File: src/rtl/tex_bilerp.sv
// Bilinear texture filter: two-stage valid/ready pipeline blending four A8R8G8B8 texels
// with u/v fractional weights; point requests pass t00 through with identical latency.
module tex_bilerp #(
  parameter int CORE_ID   = 0,
  parameter int FRAC_BITS = 8,
  parameter int TAG_WIDTH = 8
) (
  input  logic                 clk,
  input  logic                 reset,
  input  logic                 req_valid,
  output logic                 req_ready,
  input  logic [TAG_WIDTH-1:0] req_tag,
  input  logic                 req_filter,
  input  logic [127:0]         req_texels,
  input  logic [FRAC_BITS-1:0] req_alpha,
  input  logic [FRAC_BITS-1:0] req_beta,
  output logic                 rsp_valid,
  input  logic                 rsp_ready,
  output logic [TAG_WIDTH-1:0] rsp_tag,
  output logic [31:0]          rsp_texel
);

  localparam int PW = 8 + FRAC_BITS + 1;

  function automatic logic [7:0] lerp8(input logic [7:0] a, input logic [7:0] b,
                                       input logic [FRAC_BITS-1:0] w);
    logic [PW-1:0] wa;
    logic [PW-1:0] wb;
    logic [PW-1:0] sum;
    wb  = PW'(w);
    wa  = (PW'(1) << FRAC_BITS) - wb;
    sum = PW'(a) * wa + PW'(b) * wb + (PW'(1) << (FRAC_BITS - 1));
    lerp8 = 8'(sum >> FRAC_BITS);
  endfunction

  function automatic logic [31:0] lerp32(input logic [31:0] a, input logic [31:0] b,
                                         input logic [FRAC_BITS-1:0] w);
    logic [31:0] r;
    r = 32'd0;
    for (int i = 0; i < 4; i++) begin
      r[8*i +: 8] = lerp8(a[8*i +: 8], b[8*i +: 8], w);
    end
    lerp32 = r;
  endfunction

  logic                 en_s;
  logic                 s1_valid_q, s1_valid_d;
  logic [31:0]          s1_s0_q, s1_s0_d;
  logic [31:0]          s1_s1_q, s1_s1_d;
  logic [31:0]          s1_t00_q, s1_t00_d;
  logic [FRAC_BITS-1:0] s1_beta_q, s1_beta_d;
  logic [TAG_WIDTH-1:0] s1_tag_q, s1_tag_d;
  logic                 s1_filter_q, s1_filter_d;
  logic                 rsp_valid_q, rsp_valid_d;
  logic [TAG_WIDTH-1:0] rsp_tag_q, rsp_tag_d;
  logic [31:0]          rsp_texel_q, rsp_texel_d;

  // A single enable freezes the whole pipe while the response is stalled.
  assign en_s      = !rsp_valid_q || rsp_ready;
  assign req_ready = en_s;
  assign rsp_valid = rsp_valid_q;
  assign rsp_tag   = rsp_tag_q;
  assign rsp_texel = rsp_texel_q;

  // Next-state for both stages: horizontal blend in stage 1, vertical blend or t00 in stage 2.
  always_comb begin
    s1_valid_d  = s1_valid_q;
    s1_s0_d     = s1_s0_q;
    s1_s1_d     = s1_s1_q;
    s1_t00_d    = s1_t00_q;
    s1_beta_d   = s1_beta_q;
    s1_tag_d    = s1_tag_q;
    s1_filter_d = s1_filter_q;
    rsp_valid_d = rsp_valid_q;
    rsp_tag_d   = rsp_tag_q;
    rsp_texel_d = rsp_texel_q;
    if (en_s) begin
      s1_valid_d  = req_valid;
      s1_s0_d     = lerp32(req_texels[31:0], req_texels[63:32], req_alpha);
      s1_s1_d     = lerp32(req_texels[95:64], req_texels[127:96], req_alpha);
      s1_t00_d    = req_texels[31:0];
      s1_beta_d   = req_beta;
      s1_tag_d    = req_tag;
      s1_filter_d = req_filter;
      rsp_valid_d = s1_valid_q;
      rsp_tag_d   = s1_tag_q;
      if (s1_filter_q) begin
        rsp_texel_d = lerp32(s1_s0_q, s1_s1_q, s1_beta_q);
      end else begin
        rsp_texel_d = s1_t00_q;
      end
    end else begin
      s1_valid_d  = s1_valid_q;
      rsp_valid_d = rsp_valid_q;
    end
  end

  // Valids and output registers, cleared by reset.
  always_ff @(posedge clk) begin
    if (reset) begin
      s1_valid_q  <= 1'b0;
      rsp_valid_q <= 1'b0;
      rsp_tag_q   <= '0;
      rsp_texel_q <= 32'd0;
    end else begin
      s1_valid_q  <= s1_valid_d;
      rsp_valid_q <= rsp_valid_d;
      rsp_tag_q   <= rsp_tag_d;
      rsp_texel_q <= rsp_texel_d;
    end
  end

  // Stage-1 payload; contents are ignored while its valid is low, so no reset.
  always_ff @(posedge clk) begin
    s1_s0_q     <= s1_s0_d;
    s1_s1_q     <= s1_s1_d;
    s1_t00_q    <= s1_t00_d;
    s1_beta_q   <= s1_beta_d;
    s1_tag_q    <= s1_tag_d;
    s1_filter_q <= s1_filter_d;
  end

endmodule
File: config.mk
export PLATFORM = sky130hd
export DESIGN_NAME = tex_bilerp
export DESIGN_NICKNAME = d
export VERILOG_FILES = /design/src/rtl/tex_bilerp.sv
export SDC_FILE = /design/constraint.sdc
export NUM_CORES = 2
export LEC_CHECK = 0
export CORE_ASPECT_RATIO = 1.2
export CORE_UTILIZATION = 40
export CTS_CLUSTER_SIZE = 25
export DETAILED_ROUTE_END_ITERATION = 8
export SLEW_MARGIN = 10
export SYNTH_ARGS = -nofsm -noshare
export SYNTH_HDL_FRONTEND = slang
export SYNTH_SLANG_ARGS = --single-unit
File: constraint.sdc
create_clock -name clk -period 8 [get_ports clk]
set_input_delay 1.6 -clock clk [delete_from_list [all_inputs] [get_ports clk]]
set_output_delay 1.6 -clock clk [all_outputs]
set_load 0.02 [all_outputs]
## Word-level counts from Yosys, hierarchy flattened

Cells that the tools add are included.

- Bits in registers: 155
- Bits of input ports: 157
- Output and inout port bits: 42
- Logic and storage cells: 63

- $add $sub $neg: 26
- Multiply operators: 24
- Muxes and demuxes: 1
- Reductions and logical operators: 2

Operators with widths:

| cell | number |
|---|---|
| 16-bit adder | 12 |
| 16-bit by 8-bit adder with 16-bit output, second input constant | 12 |
| 8-bit by 8-bit multiplier with 16-bit output | 12 |
| 8-bit by 17-bit multiplier with 16-bit output | 10 |
| 9-bit by 10-bit multiplier with 16-bit output | 2 |
| 32-bit two-way mux | 1 |
| 9-bit by 8-bit subtractor with 10-bit output, first input constant | 2 |
| 1-bit zero test | 1 |
| 1-bit logical OR | 1 |

## Logic depth before layout (Yosys ltp)

- Depth after elaboration: 5
- Mapped depth: 29
- Mapped depth without buffers: 26

## Least setup slack after synthesis

Ideal clock, no wire load.

- Kind: input to register
- Start point: in req_alpha[0]
- End point: reg s1_s1_q[7], data pin
- Library setup time: 0.260 ns
- Arrival: 7.531 ns
- Required time: 7.740 ns
- Setup slack: 0.209 ns
- Cell stages on the path: 23
- Buffers on the path: 1
- Cell sequence: inv_1 -> ha_1 -> nand2_1 -> or3_1 -> xor2_1 -> clkbuf_1 -> nand2_1 -> fa_1 -> fa_1 -> fa_1 -> inv_1 -> fa_1 -> fa_1 -> inv_1 -> fa_1 -> inv_1 -> ha_1 -> or3_1 -> o21ai_0 -> a211oi_1 -> a2111o_1 -> a21oi_2 -> xnor2_1

- Longest elaborated chain between the ends: 4
- Elaborated cells between the ends (all ways): 5
- Classes of those cells: add/sub: 3; mul: 2

Ends and longest elaborated chain:

| item | line | RTL |
|---|---|---|
| start, declared | 15 | `input logic [FRAC_BITS-1:0] req_alpha,` |
| 9-bit by 8-bit subtractor with 10-bit output | 31 | `wa = (PW'(1) << FRAC_BITS) - wb;` |
| 8-bit by 17-bit multiplier with 16-bit output | 32 | `sum = PW'(a) * wa + PW'(b) * wb + (PW'(1) << (FRAC_BITS - 1));` |
| 16-bit adder (*) | 32 |  |
| 16-bit by 8-bit adder with 16-bit output (*) | 32 |  |
| end signal, assigned | 116 | `s1_s1_q <= s1_s1_d;` |
| end, declared | 49 | `logic [31:0] s1_s1_q, s1_s1_d;` |

Every way passes the cells marked *; elsewhere a longest branch is shown, timed or not.
A chain may end at the register's enable or synchronous reset.

## Final worst setup path

- Start point: in req_alpha[0]
- End point: reg s1_s0_q[31], data pin

- Longest elaborated chain between the ends: 4
- Elaborated cells between the ends (all ways): 5
- Classes of those cells: add/sub: 3; mul: 2

Ends and longest elaborated chain:

| item | line | RTL |
|---|---|---|
| 9-bit by 8-bit subtractor with 10-bit output | 31 |  |
| 8-bit by 17-bit multiplier with 16-bit output | 32 |  |
| 16-bit adder (*) | 32 |  |
| 16-bit by 8-bit adder with 16-bit output (*) | 32 |  |
| end signal, assigned | 115 | `s1_s0_q <= s1_s0_d;` |
| end, declared | 48 | `logic [31:0] s1_s0_q, s1_s0_d;` |

Marked as above.

==> impl_metrics.ini <==
[setup_path]
path_buf_inv = 6
cp_slowest_cell = fa_1
start_kind = input port
crit_chain = buf_4 > inv_1 > ha_2 > nand2_1 > or3_1 > xor2_4 > buf_12 > nand2_1 > fa_1 > fa_1 > fa_1 > inv_1 > fa_1 > fa_1 > inv_1 > fa_1 > inv_1 > ha_1 > and3_1 > nand4b_1 > a311oi_1 > o21a_1 > nor2_1 > xnor2_1
crit_top_cell = fa_1
critPathCaptureType = flop
crit_type = in2reg
r2r_cells = 24
cp_num_cells = 24
critical_path.max_fanout = 31
cp.required_ps = 8240
startpoint = req_alpha[0]
r2r_start = s1_beta_q[0]
cp.arrival_ps = 7790
cp_top_family = adder cells
slowest_delay_ps = 520

[timing]
worst-slew-pin-transition_ps = 1089
setup_viol = 0
relSlewSlack_pct = 27.07
timing.setup.tns_ps = 0
finalHoldViolCount = 0
max_freq_mhz = 132.3
final.min_clock_period_ps = 7556
finClkSkew_ps = 21.54
post-route-period-util_pct = 94.45
finalMaxSlewViolations = 0
rsz0062_at_grt = false

[clock_network]
clockRootBuffer = clkbuf_16
ctsHoldBuffers = 0
cts_max_path_buffers = 2
cts.clk_slew.worst_paths_ps = 70
ctsHtreeMaxLevel = 4
clkLatencyLatePin_ps = 510
clock_sinks = 155
postCtsResizedCells = 0
cts_tree = built
cts_setup_buffers = 0
cts_buffers = 17

[cells_and_area]
layout-drive-gt1-share_pct = 3.534
layout.nets = 8785
instances_no_fill = 8602
multi_input_area_um2 = 47360
areaGrowthSynthToFinish_pct = 9.725
post-route-cell-area_um2 = 64740
fill_cells = 14195
seq_area_um2 = 4234

[yosys]
synthTopCellsByCount = inv_1 (1798), fa_1 (1200), and2_1 (1098)
synth_most_common_cell = inv_1
synth-edff-count = 113
synth.distinct_cells = 64
synth_fp_nets = 8612
synth-seq-cells = 155
syn_avg_cell_area_um2 = 9.129
async_reset_ff_share_pct = 0
synth_area_leaders = fa_1 (41%), ha_1 (17%), and2_1 (12%), inv_1 (11%), edfxtp_1 (5.8%)
yosysWarnings = 0
synth_top_area_share_pct = 40.72
synthCells = 6463
ys.flop_type = edfxtp_1
ys_seq_area_share_pct = 7.176
syn_area_um2 = 59000
synth_largest_area_cell = fa_1

[die]
start_util_pct = 40.24
rows = 154
die_x_um = 352.6
ios = 199
design.die.area_um2 = 149100
die_h_um = 422.7
core-area_um2 = 146600

[worst_hold_path]
hold-path-cell-count = 2
worstHoldStart = rsp_tag[6]
min_path_type = reg2reg

[drt]
drt-total-wl_um = 151100
wire_per_inst_um = 17.56
drtAntennaViolNets = 0
viasPerCell = 4.828
num_vias = 41527
post-route-drc-count = 0
drt_iter0_drc = 1583
drtPass1Iterations = 5

[placed_design]
io_buffers = 198
hpwlAfterDp_um = 126500
placed_cells = 8567
place_area_um2 = 64170
gp_congestion = 0.8710

[grt]
grt_antenna_before_repair = 14
grt_pass1_vias = 46102
overflow = 0
grt_max_degree = 121
grt_pass1_wl_um = 249200
grt.total_usage_pct = 21.27

[run]
drv_cap = 0

[outcome]
status = finished, final reports clean
## cells in the final DEF, fill, tap and decap left out, types with 42 or more instances in the layout
cell,Yosys,layout
a21oi_1,69,69
dfxtp_1,42,42
buf_4,0,145
fa_1,1200,1200
nand2_1,566,566
edfxtp_1,113,113
xnor2_1,117,108
nor2_1,106,106
inv_1,1798,1797
ha_1,792,791
and2_1,1098,1098
clkdlybuf4s50_1,0,189
## worst paths after layout
path,endpoint,slack [ps]
worst min-delay path,rsp_tag[6],450
worst min register to register,rsp_tag[6],450
worst max-delay path,s1_s0_q[31],440
worst max register to register,rsp_texel[15],600
## cell families after synthesis
| family | count (synthesis) | synth area share, % |
|---|---|---|
| buffers and inverters | 2004 | 12.76 |
| adders and majority gates | 1992 | 57.51 |
| and+or+nand+nor | 1912 | 17.43 |
| AOI/OAI and AO/OA | 239 | 2.672 |
| xor gates and xnor gates | 155 | 2.348 |
| DFF | 155 | 7.176 |
| muxes | 6 | 0.1018 |
## stage by stage
step	utilization, %	hold slack [ps]	setup WS, ps
after detailed placement	43.76	444.1	-73.80
after CTS	44.15	454.1	471.6
final	44.15	450.8	443.8
after global placement	43.76	437.7	44.78
after floorplan	-	432.2	209.5
after global routing	44.15	469.4	169.6
## area by class of cell
class | instances | area share [%]
Tap cell | 1950 | 3.769
Sequential cell | 155 | 6.540
Timing Repair Buffer | 360 | 5.222
Clock inverter | 13 | 0.1546
Clock buffer | 19 | 0.7170
Antenna cell | 3 | 0.01160
Multi-Input combinational cell | 4304 | 73.15
Inverter | 1798 | 10.43
## tightest hold or removal path: cells and delay by family (launching register included)
kind,cells,cell delay [ps]
flip-flops,1,310
AND/OR/NAND/NOR,1,50
AO/OA/AOI/OAI,1,50
## per-layer routing
metal | GRT usage, % | vias up | share of wire (%)
met2 | 37.55 | 737 | 50
met4 | 6.058 | 18 | 2.7
met5 | 0 | - | 0.077
li1 | - | 19210 | -
met1 | 27.48 | 21384 | 44
met3 | 2.164 | 178 | 3.8
## registers in the layout, indices dropped and copies added (netlist names)
name and cells:
s1_valid_q 1, s1_s0_q 32, s1_s1_q 32, rsp_texel 32, s1_t00_q 32, rsp_valid 1, s1_tag_q 8, s1_beta_q 8
s1_filter_q 1, rsp_tag 8
Power is not shown: default switching activity piles up to over one toggle a cycle in this logic, so the estimate is an artifact.
